### config.mk
export PLATFORM = sky130hd
export DESIGN_NAME = sync_fifo_with_flush
export DESIGN_NICKNAME = d
export VERILOG_FILES = /design/src/rtl/fifo_ptr.sv /design/src/rtl/sync_fifo_with_flush.sv
export SDC_FILE = /design/constraint.sdc
export NUM_CORES = 1
export LEC_CHECK = 0
export ABC_CLOCK_PERIOD_IN_PS = 2800
export CORE_AREA = 2 2 114 116
export DETAILED_ROUTE_END_ITERATION = 10
export DIE_AREA = 0 0 116 118
export GPL_TIMING_DRIVEN = 0
export PLACE_DENSITY = 0.68
export SETUP_SLACK_MARGIN = 0.05
export SYNTH_ARGS = -nofsm -noshare
export SYNTH_HDL_FRONTEND = slang
export SYNTH_SLANG_ARGS = --single-unit
### constraint.sdc
create_clock -name clk -period 2.8 [get_ports clk]
set_clock_uncertainty 0.05 [all_clocks]
set_input_delay 0.42 -clock clk [delete_from_list [all_inputs] [get_ports clk]]
set_output_delay 0.42 -clock clk [all_outputs]
set_load 0.01 [all_outputs]
### src/rtl/fifo_ptr.sv
// rtl/fifo_ptr.sv - wrapping FIFO pointer, cleared by reset or flush
module fifo_ptr #(
    parameter int DEPTH = 4,
    localparam int PW = $clog2(DEPTH)
) (
    input  logic          clk,
    input  logic          rst,
    input  logic          flush,
    input  logic          inc,
    output logic [PW-1:0] ptr
);

    always_ff @(posedge clk) begin
        if (rst || flush) begin
            ptr <= '0;
        end else if (inc) begin
            ptr <= (ptr == PW'(DEPTH - 1)) ? '0 : ptr + PW'(1);
        end
    end

endmodule

### src/rtl/sync_fifo_with_flush.sv
// rtl/sync_fifo_with_flush.sv - single-clock valid/ready FIFO with synchronous flush
// Optional macro SYNC_FIFO_BYPASS_EN: empty-FIFO combinational pass-through.
module sync_fifo_with_flush #(
    parameter int                   DATA_LEN = 32,
    parameter int                   DEPTH    = 4,
    parameter logic [DATA_LEN-1:0]  RST_DATA = '0,
    localparam int                  PW       = $clog2(DEPTH),
    localparam int                  CW       = $clog2(DEPTH + 1)
) (
    input  logic                clk,
    input  logic                rst,
    input  logic                flush,
    input  logic                in_valid,
    output logic                in_ready,
    input  logic [DATA_LEN-1:0] in_data,
    output logic                out_valid,
    input  logic                out_ready,
    output logic [DATA_LEN-1:0] out_data,
    output logic [CW-1:0]       count
);

    logic [DATA_LEN-1:0] mem [DEPTH];
    logic [PW-1:0]       wr_ptr;
    logic [PW-1:0]       rd_ptr;
    logic                push_en;
    logic                pop_en;
    logic                empty;
    logic                full;

    assign empty = (count == '0);
    assign full  = (count == CW'(DEPTH));

`ifdef SYNC_FIFO_BYPASS_EN
    logic bypass;

    // Empty FIFO with a ready reader: hand the word straight across, nothing stored.
    assign bypass    = empty && !flush && in_valid && out_ready;
    assign in_ready  = !full && !flush;
    assign out_valid = (!empty && !flush) || bypass;
    assign out_data  = bypass ? in_data : (!empty && !flush) ? mem[rd_ptr] : RST_DATA;
    assign push_en   = in_valid && in_ready && !bypass;
    assign pop_en    = out_valid && out_ready && !bypass;
`else
    assign in_ready  = !full && !flush;
    assign out_valid = !empty && !flush;
    assign out_data  = out_valid ? mem[rd_ptr] : RST_DATA;
    assign push_en   = in_valid && in_ready;
    assign pop_en    = out_valid && out_ready;
`endif

    // Storage is deliberately never reset; only pointers and count track validity.
    always_ff @(posedge clk) begin
        if (push_en) begin
            mem[wr_ptr] <= in_data;
        end
    end

    always_ff @(posedge clk) begin
        if (rst || flush) begin
            count <= '0;
        end else begin
            case ({push_en, pop_en})
                2'b10:   count <= count + CW'(1);
                2'b01:   count <= count - CW'(1);
                default: count <= count;
            endcase
        end
    end

    fifo_ptr #(.DEPTH(DEPTH)) u_wr_ptr (
        .clk   (clk),
        .rst   (rst),
        .flush (flush),
        .inc   (push_en),
        .ptr   (wr_ptr)
    );

    fifo_ptr #(.DEPTH(DEPTH)) u_rd_ptr (
        .clk   (clk),
        .rst   (rst),
        .flush (flush),
        .inc   (pop_en),
        .ptr   (rd_ptr)
    );

endmodule

# ---- After elaboration in Yosys (flattened, before gate mapping)
# Memories as Yosys holds them, arrays and structs flattened. A register that Yosys moved wholly into a read port is not among the register bits.
# Cells that the tools add are included.
dict set report totals {
  n_memories 1
  romBits 0
  ramBits 128
  reg_bits 7
  latch_bits 0
  elab_cells 31
}
# memory words width rd rd_clocked_by_memory_dff wr line
set mem_list {}
lappend mem_list {mem 4 32 1 1 1 sync_fifo_with_flush.sv:22} ;# logic [DATA_LEN-1:0] mem [DEPTH];
dict set report op_classes {
  reduce_logical 10
  n_mux 8
  bitwise 0
  add_sub_neg 4
  magnitude_cmp 0
  n_shift 0
  n_div 0
  n_eq_ne 5
  mul 0
}
# cell count
set op_table {}
lappend op_table {{$mux W32} 1}
lappend op_table {{$mux W2} 4}
lappend op_table {{$eq A2 B2 Y1 const B} 3}
lappend op_table {{$pmux W3 S2} 1}
lappend op_table {{$add A2 B1 Y2 const B} 2}
lappend op_table {{$logic_and A1 B1 Y1} 4}
lappend op_table {{$add A3 B1 Y3 const B} 1}
lappend op_table {{$eq A3 B3 Y1 const B} 1}
lappend op_table {{$logic_not A1 Y1} 3}
lappend op_table {{$logic_not A3 Y1} 1}
lappend op_table {{$sub A3 B1 Y3 const B} 1}
lappend op_table {{$eq A2 B1 Y1 const B} 1}
lappend op_table {{$mux W1} 2}
lappend op_table {{$reduce_bool A2 Y1} 1}
lappend op_table {{$logic_or A1 B1 Y1} 1}

# ---- Depth between registers and ports, before layout
# Gate-level depths: netlist (run 1).
dict set report depth {
  word_depth 6
  depth_mapped 9
}

# ---- Cells and area by module
# From an unflattened synthesis (run 1), not the netlist that was laid out.
dict set report hier_totals {
  hier_cells 247
  area_unflattened_um2 5285.1
}
# module seq_area_each_um2 area_each_um2 cells_per_inst n_inst
set by_module_without_submodules {}
lappend by_module_without_submodules {sync_fifo_with_flush 3903.7 5094.9 231 1}
lappend by_module_without_submodules {fifo_ptr 40.0 95.1 8 2}

# ---- Least setup slack after synthesis (run 1)
# Ideal clock, no wire load.
dict set report synth_timing {
  path_kind {input-to-reg}
  startpoint {in flush}
  endpoint {mem mem[3][0] (enable)}
  slack_ns 0.568
  t_arrival_ns 1.790
  path_buffers 1
  cell_stages 3
  path_cell_list {clkbuf_1 > nor3b_2 > and2_1}
}
dict set report synth_via {
  elab_chain_len 5
}
# item line
set synth_lines {}
lappend synth_lines {{from (decl)} sync_fifo_with_flush.sv:12} ;# input logic flush,
lappend synth_lines {{$logic_not A1 Y1} sync_fifo_with_flush.sv:44} ;# assign in_ready = !full && !flush;
lappend synth_lines {{$logic_and A1 B1 Y1} sync_fifo_with_flush.sv:44}
lappend synth_lines {{$logic_and A1 B1 Y1} sync_fifo_with_flush.sv:47} ;# assign push_en = in_valid && in_ready;
lappend synth_lines {{$mux W1} sync_fifo_with_flush.sv:53} ;# if (push_en) begin
lappend synth_lines {{$mux W1 (implied by the code)} sync_fifo_with_flush.sv:54} ;# mem[wr_ptr] <= in_data;
lappend synth_lines {{to (decl)} sync_fifo_with_flush.sv:22}
# Every way passes these cells.

==> results of run 1 <==
## through the flow
step                      area, um2  cells
after floorplan                5380    260
after global placement         6320    504
after detailed placement       6400    507
after CTS                      6970    538
after global routing           6980    538
final                          6980    538
## area by class of cell
cell class / instances / share of cell area
inverter: 6 / 0.00323
tap: 172 / 0.0308
timing repair buffer: 75 / 0.114
multi-input combinational: 105 / 0.178
clock buffer: 17 / 0.0610
buffer: 12 / 0.0169
sequential: 137 / 0.577
clock inverter: 14 / 0.0190
## cell usage after synthesis
cell type	n
sky130_fd_sc_hd__o21ai_0	1
sky130_fd_sc_hd__buf_2	5
sky130_fd_sc_hd__a21boi_0	1
sky130_fd_sc_hd__and2_1	36
sky130_fd_sc_hd__nor3b_2	1
sky130_fd_sc_hd__mux4_1	2
sky130_fd_sc_hd__nand2_1	8
sky130_fd_sc_hd__nor2_1	5
sky130_fd_sc_hd__ha_1	6
sky130_fd_sc_hd__dfxtp_1	9
sky130_fd_sc_hd__mux2i_1	4
sky130_fd_sc_hd__edfxtp_1	128
sky130_fd_sc_hd__or3_1	2
sky130_fd_sc_hd__xor2_1	2
sky130_fd_sc_hd__and3b_1	1
sky130_fd_sc_hd__nor3b_1	1
sky130_fd_sc_hd__nor3_1	2
sky130_fd_sc_hd__a21oi_1	1
sky130_fd_sc_hd__mux4_2	30
sky130_fd_sc_hd__fa_1	1
sky130_fd_sc_hd__buf_6	1
sky130_fd_sc_hd__nor2b_1	1
sky130_fd_sc_hd__inv_1	6
sky130_fd_sc_hd__clkbuf_1	3
sky130_fd_sc_hd__buf_12	3
## cell families after synthesis
| logic type | count (synthesis) |
|---|---|
| compound gates | 3 |
| xor+xnor | 2 |
| fa+ha+maj | 7 |
| buf+inv | 18 |
| flops | 137 |
| mux | 36 |
| simple gates | 57 |
## metal layers
metal  vias up  global-route usage  wire length (um)  part of all wire
met5         -                   0                 0                 0
met4         0              0.0558               107             0.011
met3        11              0.0520               464             0.049
met2        62               0.255              5110              0.54
met1      1359               0.178              3810              0.40
li1       1217                   -                 -                 -
## sequential cells by signal, indices dropped and copies added (netlist names), named ones only
register,cells
count,3
mem,128
u_rd_ptr.ptr,2
u_wr_ptr.ptr,2
## power breakdown
group | total (mW) | internal [mW] | switching, mW
Sequential | 2.28 | 2.27 | 0.00730
Clock | 2.08 | 1.29 | 0.794
Combinational | 0.174 | 0.100 | 0.0742
## worst max-delay path, cell delays in order, from the launching register on
cell and delay (ns):
sky130_fd_sc_hd__dfxtp_1 0.32, sky130_fd_sc_hd__buf_6 0.14, sky130_fd_sc_hd__buf_12 0.16, sky130_fd_sc_hd__mux4_2 0.50, sky130_fd_sc_hd__and2_1 0.18, sky130_fd_sc_hd__clkdlybuf4s50_1 0.48
## worst max-delay path by stage
stage                     startpoint                    to  slack [ns]
5_1_grt        count[0]$_SDFFE_PP0P_           out_data[9]        0.04
2_1_floorplan                  flush   mem[3][0]$_DFFE_PP_        0.57
6_report                    register           out_data[9]        0.14
4_1_cts        count[0]$_SDFFE_PP0P_          out_data[28]        0.04
3_5_place_dp                   flush           out_data[5]        0.06
3_3_place_gp                in_valid  mem[0][30]$_DFFE_PP_       -0.40
## timing repair
item | in CTS | in global routing
endpoints found under the setup margin | 30 | 30
pin swaps | 0 | 0
resized for setup | 5 | 3
==> flow_summary.yaml, run 1 <==
placement:
  gp_routability_congestion: 0.663
  pre_cts_slack_ns: 0.0620
  portBuffers: 72
  hpwl_after_dpl_um: 5830
timing:
  finalCriticalPeriod_ns: 2.66
  final.setup.worst_slack_ns: 0.142
  rsz0062_at_grt: "false"
  drv_slew: 0
  holdWs_ns: 0.387
  post-route-period-util: 0.949
  fmaxAchievable_mhz: 376
  timing.final.setup_violations: 0
  worst-slew-pin-transition_ns: 0.909
  final.setup.tns_ns: 0
  max-slew-margin-rel: 0.394
  final_hold_viol_count: 0
critical_path:
  timing.critical_path.required_ns: 2.33
  start_kind: "register"
  reg2regPathDepth: 9
  worst_r2r_startpoint: "count[2]$_SDFFE_PP0P_"
  path_max_fanout: 10
  category_of_the_most_critical_setup_path: "register to output port"
  worst_r2r_endpoint: "count[2]$_SDFFE_PP0P_"
  r2r_setup_slack_ns: 0.48
  timing.critical_path.arrival_ns: 2.19
  worst_setup_path_end_kind: "output port"
clock_tree:
  clock_tree.htree_level_count: 4
  cts_made_buffers: 17
  root_buffer: "sky130_fd_sc_hd__clkbuf_16"
  clock_sink_count: 137
  worst_setup_hold_path_clk_slew_ns: 0.05
  cts-root-to-sink-buffers: 2
  cts_hold_repair.buffers: 0
  post_cts.repair.setup_buffers: 0
  tritoncts: "done"
  clkLatencyLatePin_ns: 0.41
yosys:
  postSynthNetCount: 304
  netlist.top_cell.by_area: "sky130_fd_sc_hd__edfxtp_1"
  area_contributors_post_synth: "sky130_fd_sc_hd__edfxtp_1, sky130_fd_sc_hd__mux4_2, sky130_fd_sc_hd__and2_1"
  synth_xor_area_frac: 0.00325
  synth_top_family_by_area: "multiplexers"
  proportion_of_synthesized_area_in_mux_cells: 0.143
  yosys.area_share.adder: 0.0177
  syn_avg_cell_area_um2: 20.7
  synth_compound_area_frac: 0.00325
  synth.cell_area_um2: 5380
  seq_area_frac_synth: 0.747
  synth_seq_cells: 137
  postSynthCellCount: 260
  yosys.area.top_type_share: 0.714
  synth_cell_types: 25
  post_synth_and_or_nand_nor_area_fraction: 0.0616
  synth_warnings: 0
grt:
  grt_first_pass_wirelength_um: 14700
  grt_antenna_before_repair: 0
  grt_start_max_net_pins: 33
  grt.overflow.total: 0
  globalRouteTotalUtil: 0.151
  first_global_vias: 2777
floorplan:
  die_x_um: 116
  die_y_um: 118
  die-area_um2: 13700
  placeableCoreArea_um2: 12400
  floorplan.io_pins: 74
  floorplan.initialDensity: 0.434
  floorplan.rows: 41
routing:
  vias: 2649
  detailed_route_drc_error_count: 0
  drt_iter0_drc: 124
  ant_nets: 0
  detailedRoute.firstPassIterationCount: 5
  detail_route.wirelength_um: 9500
  route.detailed.vias_per_inst: 4.92
  post_dr_wirelength_cell_um: 17.7
worst_hold_path:
  hold_path_startpoint: "flush"
  timing.hold.worst.class: "input port to register"
  holdPathEnd: "count[1]$_SDFFE_PP0P_"
  whs_path_depth: 2
cells_and_area:
  area.sequential_um2: 4020
  finish.net_count: 398
  commonest_non_fill_non_tap_cells_in_the_layout: "sky130_fd_sc_hd__edfxtp_1, sky130_fd_sc_hd__clkdlybuf4s50_1, sky130_fd_sc_hd__and2_1"
  fillers: 1006
  multiInputGateArea_um2: 1240
  antenna_cells_inserted: 0
  finalCoreUtilization: 0.562
  post_route_cells_drive_above_1_share: 0.208
  syn_to_final_growth_pct: 29.6
  most_common_cell_after_layout_fill_and_taps_aside: "sky130_fd_sc_hd__edfxtp_1"
power_and_ir_drop:
  powerDensity_nw_per_um2: 650
  total_power_mw: 4.54
  vdd.ir_drop.worst_mv: 0.364
  p_leak_nw: 2.27
run_status:
  run_status: "completed"
run:
  max-cap-violations: 0
(Power assumes the default switching activity.)
==> run 2, diff against run 1 <==
--- a/config.mk
+++ b/config.mk
@@ -7,6 +7,7 @@
 export LEC_CHECK = 0
 export ABC_CLOCK_PERIOD_IN_PS = 2800
 export CORE_AREA = 2 2 114 116
+export CTS_CLUSTER_DIAMETER = 120
 export DETAILED_ROUTE_END_ITERATION = 10
 export DIE_AREA = 0 0 116 118
 export GPL_TIMING_DRIVEN = 0
==> results of run 2 <==
Final layout, timing and power as in run 1 (identical DEF).
==> run 3, diff against run 2 <==
--- a/config.mk
+++ b/config.mk
@@ -6,12 +6,12 @@
 export NUM_CORES = 1
 export LEC_CHECK = 0
 export ABC_CLOCK_PERIOD_IN_PS = 2800
-export CORE_AREA = 2 2 114 116
+export CORE_AREA = 2 2 103 105
 export CTS_CLUSTER_DIAMETER = 120
 export DETAILED_ROUTE_END_ITERATION = 10
-export DIE_AREA = 0 0 116 118
+export DIE_AREA = 0 0 105 107
 export GPL_TIMING_DRIVEN = 0
-export PLACE_DENSITY = 0.68
+export PLACE_DENSITY = 0.81
 export SETUP_SLACK_MARGIN = 0.05
 export SYNTH_ARGS = -nofsm -noshare
 export SYNTH_HDL_FRONTEND = slang
==> run 3 against run 2 <==
Worst setup slack lost 0.018 ns. Maximum frequency shrank 0.69%. Worst hold slack lost 0.10 ns. Wire length grew 2.8%. Sequential share of layout area grew 0.46 points. Total power grew 5.5%. Sequential cell count is the same. Combinational power shrank 4%. Global-route usage grew 3.2 points. Clock-buffer cell count grew 2. Highest routed layer unchanged.
==> flow_summary.yaml, run 3 (same netlist as run 1, synthesis figures left out) <==
routing:
  drt_iter0_drc: 149
  vias: 2681
  post_dr_wirelength_cell_um: 19.4
  route.detailed.vias_per_inst: 5.34
  ant_nets: 0
  detail_route.wirelength_um: 9760
  detailedRoute.firstPassIterationCount: 4
  detailed_route_drc_error_count: 0
placement:
  gp_routability_congestion: 0.724
  portBuffers: 72
  hpwl_after_dpl_um: 5490
  dp.cells: 468
clock_tree:
  root_buffer: "sky130_fd_sc_hd__clkbuf_8"
  tritoncts: "done"
  cts_made_buffers: 17
  clock_sink_count: 137
  worst_setup_hold_path_clk_slew_ns: 0.06
  clock_tree.htree_level_count: 4
  cts-root-to-sink-buffers: 2
  cts_hold_repair.buffers: 0
  clkLatencyLatePin_ns: 0.52
floorplan:
  die_y_um: 107
  placeableCoreArea_um2: 10100
  floorplan.rows: 37
  floorplan.initialDensity: 0.533
  die-area_um2: 11200
  die_x_um: 105
  floorplan.io_pins: 74
critical_path:
  cp_cell_sequence: "buf_6, mux4_1, and2_1, clkdlybuf4s50_1"
  path_delay_family: "buffers and inverters"
  timing.critical_path.arrival_ns: 2.21
  start_kind: "register"
  slowest_stage: "sky130_fd_sc_hd__mux4_1"
  path_max_fanout: 5
  r2r_setup_slack_ns: 0.42
  path_buf_inv: 2
  critical_path.max_stage_delay_ns: 0.56
  category_of_the_most_critical_setup_path: "register to output port"
  timing.critical_path.required_ns: 2.33
  worst_r2r_startpoint: "count[2]$_SDFFE_PP0P_"
  reg2regPathDepth: 9
  worst_setup_path_end_kind: "output port"
  worst_r2r_endpoint: "count[2]$_SDFFE_PP0P_"
worst_hold_path:
  holdPathEnd: "count[1]$_SDFFE_PP0P_"
  hold_path_startpoint: "flush"
  timing.hold.worst.class: "input port to register"
  whs_path_depth: 2
timing:
  drv_slew: 0
  fmaxAchievable_mhz: 374
  rsz0062_at_grt: "false"
  timing.final.setup_violations: 0
  finalCriticalPeriod_ns: 2.68
  final.setup.tns_ns: 0
  post-route-period-util: 0.956
  final_hold_viol_count: 0
  max-slew-margin-rel: 0.392
  worst-slew-pin-transition_ns: 0.912
cells_and_area:
  largest_register_ffs: 128
  antenna_cells_inserted: 0
  finish.net_count: 397
  commonest_non_fill_non_tap_cells_in_the_layout: "sky130_fd_sc_hd__edfxtp_1, sky130_fd_sc_hd__clkdlybuf4s50_1, sky130_fd_sc_hd__and2_1"
  most_common_cell_after_layout_fill_and_taps_aside: "sky130_fd_sc_hd__edfxtp_1"
  max_flop_register: "mem"
  biggestRegsByFlops: "mem x128, count x3"
  finalCoreUtilization: 0.686
  fillers: 694
  layout.cells.non_filler: 502
  post_route_cells_drive_above_1_share: 0.213
  syn_to_final_growth_pct: 28.6
grt:
  grt_antenna_before_repair: 0
  grt.overflow.total: 0
  grt_start_max_net_pins: 33
  globalRouteTotalUtil: 0.184
  first_global_vias: 2782
  grt_first_pass_wirelength_um: 14900
power_and_ir_drop:
  power.clock.fraction: 0.489
  p_leak_nw: 2.45
  seq_power_share: 0.476
  power.internal_mw: 3.89
  power.share.combinational: 0.035
  powerDensity_nw_per_um2: 691
  vdd.ir_drop.worst_mv: 0.368
  p_switching_mw: 0.893
  power.share.switching: 0.187
run:
  max-cap-violations: 0
run_status:
  run_status: "completed"
run 3: cell count changes in the layout (fill, tap and decap cells not counted), sizes merged, moves of 2 or more:
cell,before,now
bufinv,2,5
clkbuf,21,23
clkinvlp,3,1
dlygate4sd2,0,28
clkdlybuf4s50,71,42
run 3: routing by layer:
layer	vias to the layer above	wire length, um	track usage
met1	1377	4070	0.226
met5	-	0	0
met3	11	376	0.0444
met4	0	112	0.0743
li1	1218	-	-
met2	75	5200	0.315
run 3: how the worst max path moves through the flow:
stage | start | endpoint | slack [ns] | cells past startpoint
2_1_floorplan | flush | mem[3][0]$_DFFE_PP_ | 0.57 | 3
3_3_place_gp | in_valid | mem[2][23]$_DFFE_PP_ | -0.34 | 3
3_5_place_dp | flush | out_data[10] | 0.11 | 5
4_1_cts | count[0]$_SDFFE_PP0P_ | out_data[27] | 0.06 | 5
5_1_grt | register | out_data[31] | 0.07 | 4
6_report | register | out_data[31] | 0.12 | 4
run 3: repair_timing:
item / in CTS / in global routing
gates resized for setup: 34 / 6
endpoints found under the setup margin: 33 / 3
setup buffers: 2 / 0
run 3: cell type report:
class / instances / area, um2 / share of cell area
timing repair buffer: 74 / 718 / 0.104
multi-input combinational: 105 / 1240 / 0.180
sequential: 137 / 4020 / 0.581
tap: 136 / 170 / 0.0246
buffer: 12 / 120 / 0.0174
clock inverter: 13 / 201 / 0.0291
inverter: 6 / 22.5 / 0.00325
clock buffer: 19 / 422 / 0.0609
run 3: stage by stage:
| stage | hold slack, ns | setup slack [ns] | instance area, um2 | power [mW] |
|---|---|---|---|---|
| 2_1_floorplan | 0.404 | 0.568 | 5380 | 2.38 |
| 5_1_grt | 0.312 | 0.0662 | 6920 | 4.91 |
| 3_5_place_dp | 0.453 | 0.111 | 6280 | 2.49 |
| 6_report | 0.283 | 0.124 | 6920 | 4.79 |
| 4_1_cts | 0.266 | 0.0632 | 6910 | 4.82 |
| 3_3_place_gp | 0.423 | -0.336 | 6270 | 2.48 |
run 3: worst register-to-register path: cells and delay by family (launching register included):
family | cells | cell delay [ns]
simple gates | 3 | 0.80
buf+inv | 2 | 0.16
fa+ha+maj | 2 | 0.57
compound gates | 1 | 0.17
flops | 1 | 0.39
xor+xnor | 1 | 0.17
run 3: power groups by stage:
stage | Sequential, mW | Clock, mW | Combinational (mW)
global placement | 2.32 | 0 | 0.164
finish | 2.28 | 2.34 | 0.167
detailed placement | 2.32 | 0 | 0.170
global route | 2.28 | 2.45 | 0.180
CTS | 2.28 | 2.37 | 0.169
floorplan | 2.32 | 0 | 0.0652
==> variant (flow settings as in run 2) <==
Add a define of `SYNC_FIFO_BYPASS_EN`.
--- a/src/rtl/sync_fifo_with_flush.sv
+++ b/src/rtl/sync_fifo_with_flush.sv
@@ -2,2 +2,4 @@
 // Optional macro SYNC_FIFO_BYPASS_EN: empty-FIFO combinational pass-through.
+`define SYNC_FIFO_BYPASS_EN
+
 module sync_fifo_with_flush #(
Function: changed (Yosys sat finds a counterexample within 4 cycles, from zero or initial values).
==> variant against run 2 <==
Sequential cell count is the same; setup slack lost 0.042 ns; clock power is 6% lower; wire length up 6.0%; cell area increased by 0.97%; register-to-register slack lost 0.04 ns; total power decreased by 2.5%; via count is 5.7% higher; fmax decreased by 1.6%; cell count up 0.56%; synthesized area increased by 1.4%; sequential share of layout area fell by 0.52 points.
==> variant: results (changes against run 2) <==
[placement]
gp_weighted_congestion=0.707  ; was 0.663
numPlacedInstances=508  ; was 507
dpl.hpwl_um=6040  ; was 5830 um
post_place_setup_slack_ns=-0.362  ; was 0.0620 ns
post_dp_cell_area_um2=6430  ; was 6400 um2
placement.io_buffers=73  ; was 72

[die]
die_area_um2=13700  ; unchanged

[routing]
routed_wirelength_um=10100  ; was 9500 um
drcViolationCount=0  ; unchanged
firstDrtPassIters=4  ; was 5
detailroute.via_count=2800  ; was 2649
wl_per_cell_um=18.6  ; was 17.7 um
drt-initial-drc-count=140  ; was 124
antenna_violating_nets_left=0  ; unchanged

[pwr]
power.static_leakage_nw=2.42  ; was 2.27 nW
pwr.group.combinational_uw=210  ; was 174 uW
internal_power_component_mw=3.57  ; was 3.66 mW
seqPwrFrac_pct=51.2  ; was 50.2%
irDropWorstVdd_mv=0.342  ; was 0.364 mV
sequentialPower_mw=2.26

[layout]
drive_above_1_share_pct=22.0  ; was 20.8%
antenna_cells_inserted=0  ; unchanged
finalNetCount=400  ; was 398
nFillCells=985  ; was 1006
reg_top3=mem (128), count (3)  ; unchanged

[synth]
netlist_instances=262  ; was 260
proportion_of_synthesized_flip_flops_having_asynchronous_set_or_reset_pct=0  ; unchanged
synth.top_cells.by_area=edfxtp_1 70%, mux4_2 12%, a22o_1 5.1%  ; was edfxtp_1 71%, mux4_2 13%, and2_1 4.2%
ys_top_cells_by_count=128 x edfxtp_1, 32 x a22o_1, 30 x mux4_2  ; was 128 x edfxtp_1, 36 x and2_1, 30 x mux4_2
postSynthNetCount=306  ; was 304
synth_sequential_area_ratio_pct=73.7  ; was 74.7%
yosys_warnings=0  ; unchanged
synth_enable_flop_cells=128  ; unchanged
synth_cell_types=26  ; was 25

[grt]
antenna_found_initial=0  ; unchanged
first_global_vias=2988  ; was 2777
wire_length_of_the_first_global_routing_pass_um=15800  ; was 14700 um
pin_count_of_the_biggest_net_entering_global_routing=33  ; unchanged
grt_use_total_pct=15.6  ; was 15.1%
global_route.overflow_total=0  ; unchanged

[clock_tree]
clock_latency_on_the_worst_skew_pair_ns=0.40
cts.reportedPaths.clkPinSlew_ns=0.05  ; about the same
clock_tree.htree_level_count=4  ; unchanged
cts_buffers=17  ; unchanged
cts.root.buffer_cell=clkbuf_16  ; unchanged
cts.path.max_buffers=2  ; unchanged

[setup_path]
crit_fanout=10  ; unchanged
critical_path.slowest_cell=mux4_2  ; unchanged
worstPathArrival_ns=2.23  ; was 2.19 ns
crit_path_max_cell_delay_ns=0.52  ; was 0.50 ns
cell_family_with_the_largest_share_of_critical_path_delay=buffers and inverters  ; unchanged

[timing]
tightestPinTransition_ns=0.918  ; was 0.909 ns

[run_status]
status=complete, no violations  ; unchanged

[min_path]
class_of_the_worst_hold_path=flop to flop  ; was input port to flop

## variant: cell count changes after synthesis, sizes merged, moves of 2 or more
cell / delta
nand2: -8
a22o: +32
or2: +2
clkbuf: +2
nor2: +6
and2: -32
## variant: area by class of cell
type                       count  area, um2  area share [%]
buffer                        15        153            2.17
sequential                   137       4030            57.1
timing repair buffer          75        776            11.0
clock buffer                  20        437            6.20
multi-input combinational    104       1330            18.9
inverter                       6       22.5           0.320
tap                          172        215            3.05
clock inverter                12       83.8            1.19
## variant: logic make-up after synthesis
| kind of cell | count (synthesis) | synth area share, % |
|---|---|---|
| mux | 36 | 14.1 |
| fa+ha+maj | 7 | 1.74 |
| buf+inv | 21 | 2.27 |
| flops | 137 | 73.7 |
| xor+xnor | 2 | 0.321 |
| compound gates | 37 | 5.68 |
| simple gates | 22 | 2.20 |
## variant: routing by layer
| metal | part of all wire (%) | track usage, % |
|---|---|---|
| met5 | 0 | 0 |
| met4 | 1.0 | 4.39 |
| met3 | 4.2 | 4.58 |
| met2 | 51 | 25.8 |
| met1 | 44 | 20.1 |
## variant: worst paths after layout
kind | start | endpoint | slack, ns | cells past startpoint
max | flop | out_data[15] | 0.10 | 5
max reg2reg | count[2]$_SDFFE_PP0P_ | count[2]$_SDFFE_PP0P_ | 0.44 | 9
min | u_wr_ptr.ptr[1]$_SDFFE_PP0P_ | u_wr_ptr.ptr[1]$_SDFFE_PP0P_ | 0.50 | 2
min reg2reg | u_wr_ptr.ptr[1]$_SDFFE_PP0P_ | u_wr_ptr.ptr[1]$_SDFFE_PP0P_ | 0.50 | 2
## variant: what timing repair did
| action | CTS | global route |
|---|---|---|
| gates cloned | 0 | 0 |
| setup buffers | 1 | 0 |
| pin swaps | 1 | 1 |
| gates resized for setup | 18 | 18 |
| endpoints found under the setup margin | 32 | 29 |
